File: src/rtl/axi_llc_miss_retire.sv
// Merges read/write "descriptor retired" events into one decrement stream for the per-ID miss counters.
// Latency >= 1 cycle through per-source FIFOs; a source sees ready low only while its own FIFO is full.

// Small synchronous FIFO: depth need not be a power of two, no pass-through when full.
// Latency 1 cycle push-to-head; push must not be asserted while full_o.
module axi_llc_miss_retire_fifo #(
    parameter int unsigned Width = 4,
    parameter int unsigned Depth = 4,
    parameter int unsigned CntW  = $clog2(Depth + 1)
) (
    input  logic             clk_i,
    input  logic             rst_ni,
    input  logic             push_i,
    input  logic [Width-1:0] data_i,
    input  logic             pop_i,
    output logic [Width-1:0] data_o,
    output logic             full_o,
    output logic             empty_o,
    output logic [CntW-1:0]  count_o
);
    localparam int unsigned PtrW = (Depth > 1) ? $clog2(Depth) : 1;

    logic [Width-1:0] mem_q [Depth];
    logic [PtrW-1:0]  wptr_q, rptr_q;
    logic [CntW-1:0]  cnt_q;

    function automatic logic [PtrW-1:0] ptr_inc(input logic [PtrW-1:0] p);
        return (p == PtrW'(Depth - 1)) ? '0 : p + 1'b1;
    endfunction

    always_ff @(posedge clk_i) begin
        if (!rst_ni) begin
            wptr_q <= '0;
            rptr_q <= '0;
            cnt_q  <= '0;
        end else begin
            if (push_i) wptr_q <= ptr_inc(wptr_q);
            if (pop_i)  rptr_q <= ptr_inc(rptr_q);
            case ({push_i, pop_i})
                2'b10:   cnt_q <= cnt_q + 1'b1;
                2'b01:   cnt_q <= cnt_q - 1'b1;
                default: cnt_q <= cnt_q;
            endcase
        end
    end

    // Storage is deliberately not reset; the head is only consumed when cnt_q says it is valid.
    always_ff @(posedge clk_i) begin
        if (push_i) mem_q[wptr_q] <= data_i;
    end

    assign data_o  = mem_q[rptr_q];
    assign full_o  = (cnt_q == CntW'(Depth));
    assign empty_o = (cnt_q == '0);
    assign count_o = cnt_q;
endmodule

module axi_llc_miss_retire #(
    parameter int unsigned IdWidth   = 4,
    parameter int unsigned FifoDepth = 4,
    parameter int unsigned PendW     = $clog2(2 * FifoDepth + 1)
) (
    input  logic               clk_i,
    input  logic               rst_ni,
    input  logic               rd_done_valid_i,
    input  logic [IdWidth-1:0] rd_done_id_i,
    output logic               rd_done_ready_o,
    input  logic               wr_done_valid_i,
    input  logic [IdWidth-1:0] wr_done_id_i,
    output logic               wr_done_ready_o,
    output logic               cnt_down_valid_o,
    output logic [IdWidth-1:0] cnt_down_id_o,
    output logic               cnt_down_rw_o,
    output logic [PendW-1:0]   pending_o,
    output logic               idle_o
);
    localparam int unsigned CntW = $clog2(FifoDepth + 1);

    if (FifoDepth < 1) begin : g_bad_depth
        $error("FifoDepth must be >= 1");
    end

    typedef enum logic {
        ARB_READ  = 1'b0,
        ARB_WRITE = 1'b1
    } arb_e;

    arb_e             arb_q, arb_d;
    logic [PendW-1:0] pending_q, pending_d;

    logic               rd_push, wr_push, rd_pop, wr_pop;
    logic               rd_full, wr_full, rd_empty, wr_empty;
    logic [IdWidth-1:0] rd_head, wr_head;
    logic [CntW-1:0]    rd_cnt, wr_cnt;
    logic               grant_wr;

    axi_llc_miss_retire_fifo #(.Width(IdWidth), .Depth(FifoDepth), .CntW(CntW)) u_rd_fifo (
        .clk_i   (clk_i),
        .rst_ni  (rst_ni),
        .push_i  (rd_push),
        .data_i  (rd_done_id_i),
        .pop_i   (rd_pop),
        .data_o  (rd_head),
        .full_o  (rd_full),
        .empty_o (rd_empty),
        .count_o (rd_cnt)
    );

    axi_llc_miss_retire_fifo #(.Width(IdWidth), .Depth(FifoDepth), .CntW(CntW)) u_wr_fifo (
        .clk_i   (clk_i),
        .rst_ni  (rst_ni),
        .push_i  (wr_push),
        .data_i  (wr_done_id_i),
        .pop_i   (wr_pop),
        .data_o  (wr_head),
        .full_o  (wr_full),
        .empty_o (wr_empty),
        .count_o (wr_cnt)
    );

    // Ready is gated by reset so nothing is accepted in the cycle the FIFOs are being cleared.
    assign rd_done_ready_o = rst_ni && !rd_full;
    assign wr_done_ready_o = rst_ni && !wr_full;
    assign rd_push = rd_done_valid_i && rd_done_ready_o;
    assign wr_push = wr_done_valid_i && wr_done_ready_o;

    assign grant_wr = !wr_empty && (rd_empty || arb_q == ARB_WRITE);
    assign cnt_down_valid_o = rst_ni && (!rd_empty || !wr_empty);
    assign rd_pop = cnt_down_valid_o && !grant_wr;
    assign wr_pop = cnt_down_valid_o && grant_wr;

    assign cnt_down_id_o = !cnt_down_valid_o ? '0 : (grant_wr ? wr_head : rd_head);
    assign cnt_down_rw_o = cnt_down_valid_o && grant_wr;

    always_comb begin
        arb_d = arb_q;
        if (!rd_empty && !wr_empty && cnt_down_valid_o) begin
            arb_d = grant_wr ? ARB_READ : ARB_WRITE;
        end
        pending_d = pending_q + PendW'(rd_push) + PendW'(wr_push)
                  - PendW'(rd_pop) - PendW'(wr_pop);
    end

    always_ff @(posedge clk_i) begin
        if (!rst_ni) begin
            arb_q     <= ARB_READ;
            pending_q <= '0;
        end else begin
            arb_q     <= arb_d;
            pending_q <= pending_d;
        end
    end

    assign pending_o = pending_q;
    assign idle_o    = (pending_q == '0);

    a_no_valid_when_idle: assert property (@(posedge clk_i) disable iff (!rst_ni)
        !(cnt_down_valid_o && idle_o));
    a_no_push_full_rd: assert property (@(posedge clk_i) disable iff (!rst_ni)
        !(rd_push && rd_full));
    a_no_push_full_wr: assert property (@(posedge clk_i) disable iff (!rst_ni)
        !(wr_push && wr_full));
    a_pending_sum: assert property (@(posedge clk_i) disable iff (!rst_ni)
        pending_q == PendW'(rd_cnt) + PendW'(wr_cnt));
endmodule

File: config.mk
export PLATFORM = sky130hd
export DESIGN_NAME = axi_llc_miss_retire
export DESIGN_NICKNAME = d
export VERILOG_FILES = /design/src/rtl/axi_llc_miss_retire.sv
export SDC_FILE = /design/constraint.sdc
export NUM_CORES = 1
export LEC_CHECK = 0
export CAP_MARGIN = 20
export CORE_MARGIN = 2
export CORE_UTILIZATION = 50
export DETAILED_ROUTE_END_ITERATION = 12
export PLACE_DENSITY = 0.74
export SETUP_SLACK_MARGIN = 0.02
export SKIP_CTS_REPAIR_TIMING = 1
export SYNTH_ARGS = -nofsm -noshare
export SYNTH_HDL_FRONTEND = slang
export SYNTH_SLANG_ARGS = --single-unit
File: constraint.sdc
create_clock -name clk_i -period 2.3 [get_ports clk_i]
set_input_delay 0.46 -clock clk_i [delete_from_list [all_inputs] [get_ports clk_i]]
set_output_delay 0.46 -clock clk_i [all_outputs]
set_load 0.05 [all_outputs]
After elaboration in Yosys (flattened, before gate mapping)

Memories as Yosys holds them, arrays and structs flattened. A register that Yosys moved wholly into a read port is not among the register bits.
Index checks and enable logic that the tools add are counted.

Bits in registers: 19
Bits in latches: 0
Memory bits (writable): 32
ROM bits: 0
Input port bits: 12
Logic and storage cells: 71
Memories kept: 2

Memory list:

| name            | words | bits a word | read ports | clocked after Yosys merged registers in | write ports | RTL line | RTL |
|---|---|---|---|---|---|---|---|
| u_rd_fifo.mem_q | 4     | 4           | 1          | 1                                       | 1           | 23       | `logic [Width-1:0] mem_q [Depth];` |
| u_wr_fifo.mem_q | 4     | 4           | 1          | 1                                       | 1           | 23       |  |

$add $sub $neg: 12
$mul: 0
Div/mod/pow operators: 0
Magnitude comparators: 0
Eq/ne operators: 10
Shifts and indexed selects: 0
Multiplexer cells: 17
Bitwise operators: 0
Reduce and logical (&&, ||, !) cells: 22

Operators with widths:

| cell                                              | number |
|---|---|
| two-way mux 2 bit                                 | 8 |
| == test 2 bit (second input constant)             | 6 |
| case mux 3 bit (2 select lines)                   | 2 |
| logical AND 1 bit                                 | 10 |
| adder 2 x 1 -> 2 bit (second input constant)      | 4 |
| adder 4 x 1 -> 4 bit                              | 2 |
| two-way mux 4 bit                                 | 2 |
| subtractor 4 x 1 -> 4 bit                         | 2 |
| adder 3 x 1 -> 3 bit (second input constant)      | 2 |
| == test 3 bit (second input constant)             | 2 |
| zero test 3 bit                                   | 2 |
| subtractor 3 x 1 -> 3 bit (second input constant) | 2 |
| zero test 1 bit                                   | 5 |
| two-way mux 1 bit                                 | 5 |
| == test 2 x 1 -> 1 bit (second input constant)    | 2 |
| zero test 4 bit                                   | 1 |
| nonzero test 2 bit                                | 2 |
| logical OR 1 bit                                  | 2 |

Depth between registers and ports, before layout

Word-level depth: 8
Depth in mapped cells: 10
Gate-level depth less buffers: 10

By module

From an unflattened synthesis, not the netlist that was laid out.

Cell total of the unflattened synthesis: 185
Area total of the unflattened synthesis: 2502.4 um^2

Modules (own cells, without submodules):

| module                   | instances | cells each | area an instance (um^2) | sequential area each (um^2) |
|---|---|---|---|---|
| axi_llc_miss_retire_fifo | 2         | 67         | 1042.2                  | 660.6 |
| axi_llc_miss_retire      | 1         | 51         | 417.9                   | 100.1 |

Worst setup path before layout

Ideal clock, no wire load.

Path type: input to register
Start point: input rst_ni
End point: register pending_q[3] (netlist: pending_o[3])
Arrival: 3.433 ns
Path slack: -1.248 ns
Cell stages on the path: 9
Path through: clkbuf_1 > a21boi_0 > ha_1 > inv_1 > fa_1 > ha_1 > fa_1 > xnor2_1 > and2_1

Elaborated cells on any way between the ends: 11
Classes of those cells: 4 x add/sub; 7 x reduce/logical

RTL lines:

| item                          | RTL line | RTL |
|---|---|---|
| start: declaration            | 64       | `input logic rst_ni,` |
| logical AND 1 bit (*)         | 128      | `assign cnt_down_valid_o = rst_ni && (!rd_empty \|\| !wr_empty);` |
| named net cnt_down_valid_o    | 71       | `output logic cnt_down_valid_o,` |
| logical AND 1 bit             | 129      | `assign rd_pop = cnt_down_valid_o && !grant_wr;` |
| subtractor 4 x 1 -> 4 bit     | 141      | `- PendW'(rd_pop) - PendW'(wr_pop);` |
| subtractor 4 x 1 -> 4 bit (*) | 141      |  |
| end signal: assignment        | 150      | `pending_q <= pending_d;` |
| end: declaration              | 89       | `logic [PendW-1:0] pending_q, pending_d;` |

The timed path passes the listed nets; every way through them passes the cells marked *.
A chain may end at the register's enable or synchronous reset.

Final worst setup path

Start point: register u_rd_fifo.cnt_q[2] (netlist: u_rd_fifo.count_o[2])
End point: register pending_q[3] (netlist: pending_o[3])

Cells in the longest elaborated chain, start to end: 8
Elaborated cells on any way between the ends: 17
Classes of those cells: 4 x add/sub; 1 x eq/ne; 12 x reduce/logical

Ends and longest elaborated chain:

| item                               | RTL line | RTL |
|---|---|---|
| start: declaration                 | 25       | `logic [CntW-1:0] cnt_q;` |
| start signal: assignment           | 40       | `2'b10: cnt_q <= cnt_q + 1'b1;` |
| start signal: assignment           | 41       | `2'b01: cnt_q <= cnt_q - 1'b1;` |
| start signal: assignment           | 42       | `default: cnt_q <= cnt_q;` |
| == test 3 bit                      | 53       | `assign full_o = (cnt_q == CntW'(Depth));` |
| zero test 1 bit                    | 122      | `assign rd_done_ready_o = rst_ni && !rd_full;` |
| logical AND 1 bit                  | 122      |  |
| logical AND 1 bit                  | 124      | `assign rd_push = rd_done_valid_i && rd_done_ready_o;` |
| adder 4 x 1 -> 4 bit (2 in series) | 140      | `pending_d = pending_q + PendW'(rd_push) + PendW'(wr_push)` |
| subtractor 4 x 1 -> 4 bit          | 141      |  |
| subtractor 4 x 1 -> 4 bit (*)      | 141      |  |

Every way passes the cells marked *; elsewhere a longest branch is shown, timed or not.

==> summary.md <==
| Metric | Value |
|---|---|
| Met1 Use GR | `22.2%` |
| Crit-path leading delay family | `adder cells` |
| Iteration-0 DRC Markers | `45` |
| Seq/Total Area, Yosys | `56.9%` |
| Sequential share of power | `34.0%` |
| Root Buffer | `clkbuf_8` |
| Final Net Count | `263` |
| Met3 usage | `4.82%` |
| Compound-Gate Fraction of Synth Area | `5.71%` |
| Top-area cell type share of the netlist area | `38.5%` |
| Failing checks | `negative setup slack` |
| Crit-path slowest cell | `dfxtp_4` |
| Post-synthesis simple-gate area fraction | `12.2%` |
| Overflow after GRT | `0` |
| Die X | `74.7 um` |
| Die Area | `5570 um^2` |
| CP Max Fanout | `5` |
| Crit share post-route | `102%` |
| Final core utilization | `69.5%` |
| Final hold vios | `0` |
| Final setup fails | `5` |
| M2 GR Usage | `32.9%` |
| Register area | `1440 um^2` |
| PwrDens | `1250 nW/um^2` |
| Post-synth cell types | `27` |
| Hold/Removal Path Class | `reg2reg` |
| Slowest stage delay, CP | `370 ps` |
| Post-synthesis xor/xnor area fraction | `1.75%` |
| Footprint of the multi-input gates | `1140 um^2` |
| Largest net degree at the start of global routing | `22` |
| Dpl hpwl | `3480 um` |
| NetSw | `0.00159 W` |
| Final min period | `2350 ps` |
| Adder-cell share of the synthesized area | `11.2%` |
| DRT Wirelength | `4720 um` |
| Largest family of logic cells by synthesized area | `simple AND/OR/NAND/NOR gates` |
| GRT busiest layer | `met2` |
| DRC | `0` |
| CTS Buffer Depth | `2` |
| CP endpoint kind | `register` |
| Sw Share | `38.5%` |
| Critical Path RT | `2520 ps` |
| Final RePlAce weighted congestion | `0.656` |
| Leakage | `1.22 nW` |
| Pint | `0.00254 W` |
| Wire per inst | `15.8 um` |
| Worst setup margin | `-54.7 ps` |
| Startpoint types | `register` |
| RSZ-0062 raised after global routing | `true` |
| Slew headroom | `66.6%` |
| Drt pass-1 iters | `4` |
| Gr usage total | `18.7%` |
| # IOs | `25` |
| Measured slew at the worst slew-check pin | `499 ps` |
| CORE AREA | `4750 um^2` |
| Peak Freq | `0.425 GHz` |
| DIE HEIGHT | `74.7 um` |
| Cells after Synth | `183` |
| Gate power share | `53.1%` |
| Synth area leaders | `edfxtp_1 (38%), dfxtp_1 (18%), ha_1 (8.0%)` |
| Crit-path cells | `nor3b_4 -> and3b_1 -> inv_2 -> ha_4 -> inv_2 -> fa_2 -> ha_4 -> fa_2 -> xnor2_1 -> and2_1` |
| Cell taking the most area after synthesis | `edfxtp_1` |
| Power share of the clock group | `12.9%` |
| Syn nets | `215` |
| Worst path buffer plus inverter count | `2` |
| Syn. warnings | `0` |
| Layout filler cell count | `339` |
| Via/cell ratio | `5.03` |
| Max Slew Vio Count | `0` |
| VDD IR-drop max | `847 uV` |
| CTS Buf Count | `5` |
| Async set or reset register ratio after synthesis | `0%` |
| # rows | `25` |
| Syn avg cell area | `13.6 um^2` |
| Crit Path Class | `reg2reg` |
| Initial core utilization | `52.5%` |
| # port buffers | `24` |
| Arrival time worst endpoint | `2570 ps` |
| Ant diodes | `0` |
| Synthesized flop and latch total | `55` |
| Share of cells above drive strength 1 | `35.3%` |
| Fin Clk Skew | `8.16 ps` |
| Mapped cell area | `2500 um^2` |
| Ys flop type | `edfxtp_1` |
| Vias in the first global route | `1559` |
| Placement Setup Slack | `-480 ps` |
| Status | `complete, but fails checks` |
| Sink Count | `55` |
| Antenna viol nets, final | `0` |
| Worst skew pair latency | `310 ps` |
| Post-synth EDFFs | `32` |
| CTS tree | `yes` |
| Initial antenna violation count | `0` |
| CTS clock-pin slew for the worst setup and hold paths | `100 ps` |
| H-tree depth | `2` |
| Post-synthesis mux area share | `8.82%` |
| Via Count | `1505` |
| First-pass GRT wire length | `7490 um` |
| MaxCap Viol Count | `0` |
| Area Growth Syn to Fin | `32.4%` |
| Pwr Total | `0.00413 W` |
-- final cells by class --
class | count | area share (%)
Sequential cell | 55 | 43.5
Multi-Input combinational cell | 106 | 34.4
Timing Repair Buffer | 44 | 14.8
Tap cell | 67 | 2.54
Inverter | 19 | 2.16
Clock buffer | 5 | 2.08
Clock inverter | 3 | 0.568
-- stage by stage --
stage	cell area [um^2]	hold slack, ps	setup TNS, ps	cells
final	3300	520	-174	299
after global routing	3300	554	-777	299
after CTS	3160	524	-621	295
after detailed placement	3070	510	-2070	287
after global placement	3070	479	-1600	287
after floorplan	2570	469	-209	183
-- registers in the layout, indices dropped and copies added, names as in the netlist, named ones only --
name	count
arb_q	1
pending_o	4
u_rd_fifo.count_o	3
u_rd_fifo.mem_q	16
u_rd_fifo.rptr_q	2
u_rd_fifo.wptr_q	2
u_wr_fifo.count_o	3
u_wr_fifo.mem_q	16
u_wr_fifo.rptr_q	2
u_wr_fifo.wptr_q	2
-- cells in the mapped netlist, drive strengths merged, types with 4 or more instances --
cell / number
mux4: 8
a21boi: 4
ha: 16
dfxtp: 23
mux2i: 4
a22oi: 4
nor2b: 10
edfxtp: 32
and2: 18
nand2: 6
o21ai: 7
or3: 4
fa: 4
inv: 19
-- routing by layer --
metal	vias up	wire length, um
li1	734	-
met1	732	1960
met2	33	2540
met3	6	152
met4	0	72
met5	-	0
-- worst min-delay path, stage by stage, from the launching register on --
cell     delay, ps
dfxtp_1        350
nand2_1         60
o21ai_0         60
-- kinds of logic after synthesis --
family,after synthesis
xor+xnor,5
buf+inv,22
compound gates,19
mux,12
simple gates,50
fa+ha+maj,20
flops,55
-- layout by cell type, fill, tap and decap left out, types with 3 or more instances in the layout --
cell	Yosys	layout
buf_4	0	17
dfxtp_1	23	16
clkbuf_8	0	5
inv_1	19	16
buf_6	0	4
edfxtp_1	32	32
nor2b_1	10	6
fa_2	0	4
a22oi_2	0	4
dfxtp_4	0	3
inv_2	0	3
mux2i_1	4	4
ha_1	16	12
and2_1	17	16
nor2b_2	0	4
buf_12	0	8
xnor2_1	3	3
nand2_1	6	6
dfxtp_2	0	4
nand3_1	3	3
mux4_2	8	8
o21ai_0	7	7
ha_4	0	4
clkdlybuf4s50_1	0	13
-- power by group through the flow --
stage / registers, W / logic, W / clock network [W]
floorplan: 0.00147 / 0.00116 / 0
global placement: 0.00140 / 0.00185 / 0
detailed placement: 0.00141 / 0.00196 / 0
CTS: 0.00139 / 0.00196 / 0.000541
global route: 0.00143 / 0.00239 / 0.000574
finish: 0.00140 / 0.00220 / 0.000533
-- final timing paths --
kind / startpoint / endpoint / slack (ps) / cells after the start
worst min-delay path: u_rd_fifo.wptr_q[1]$_SDFFE_PN0P_ / u_rd_fifo.wptr_q[1]$_SDFFE_PN0P_ / 520 / 2
worst max register to register: u_rd_fifo.count_o[2]$_SDFFE_PN0P_ / pending_o[3]$_SDFF_PN0_ / -50 / 10
worst min register to register: u_rd_fifo.wptr_q[1]$_SDFFE_PN0P_ / u_rd_fifo.wptr_q[1]$_SDFFE_PN0P_ / 520 / 2
worst max-delay path: u_rd_fifo.count_o[2]$_SDFFE_PN0P_ / pending_o[3]$_SDFF_PN0_ / -50 / 10
(Power assumes the default switching activity.)
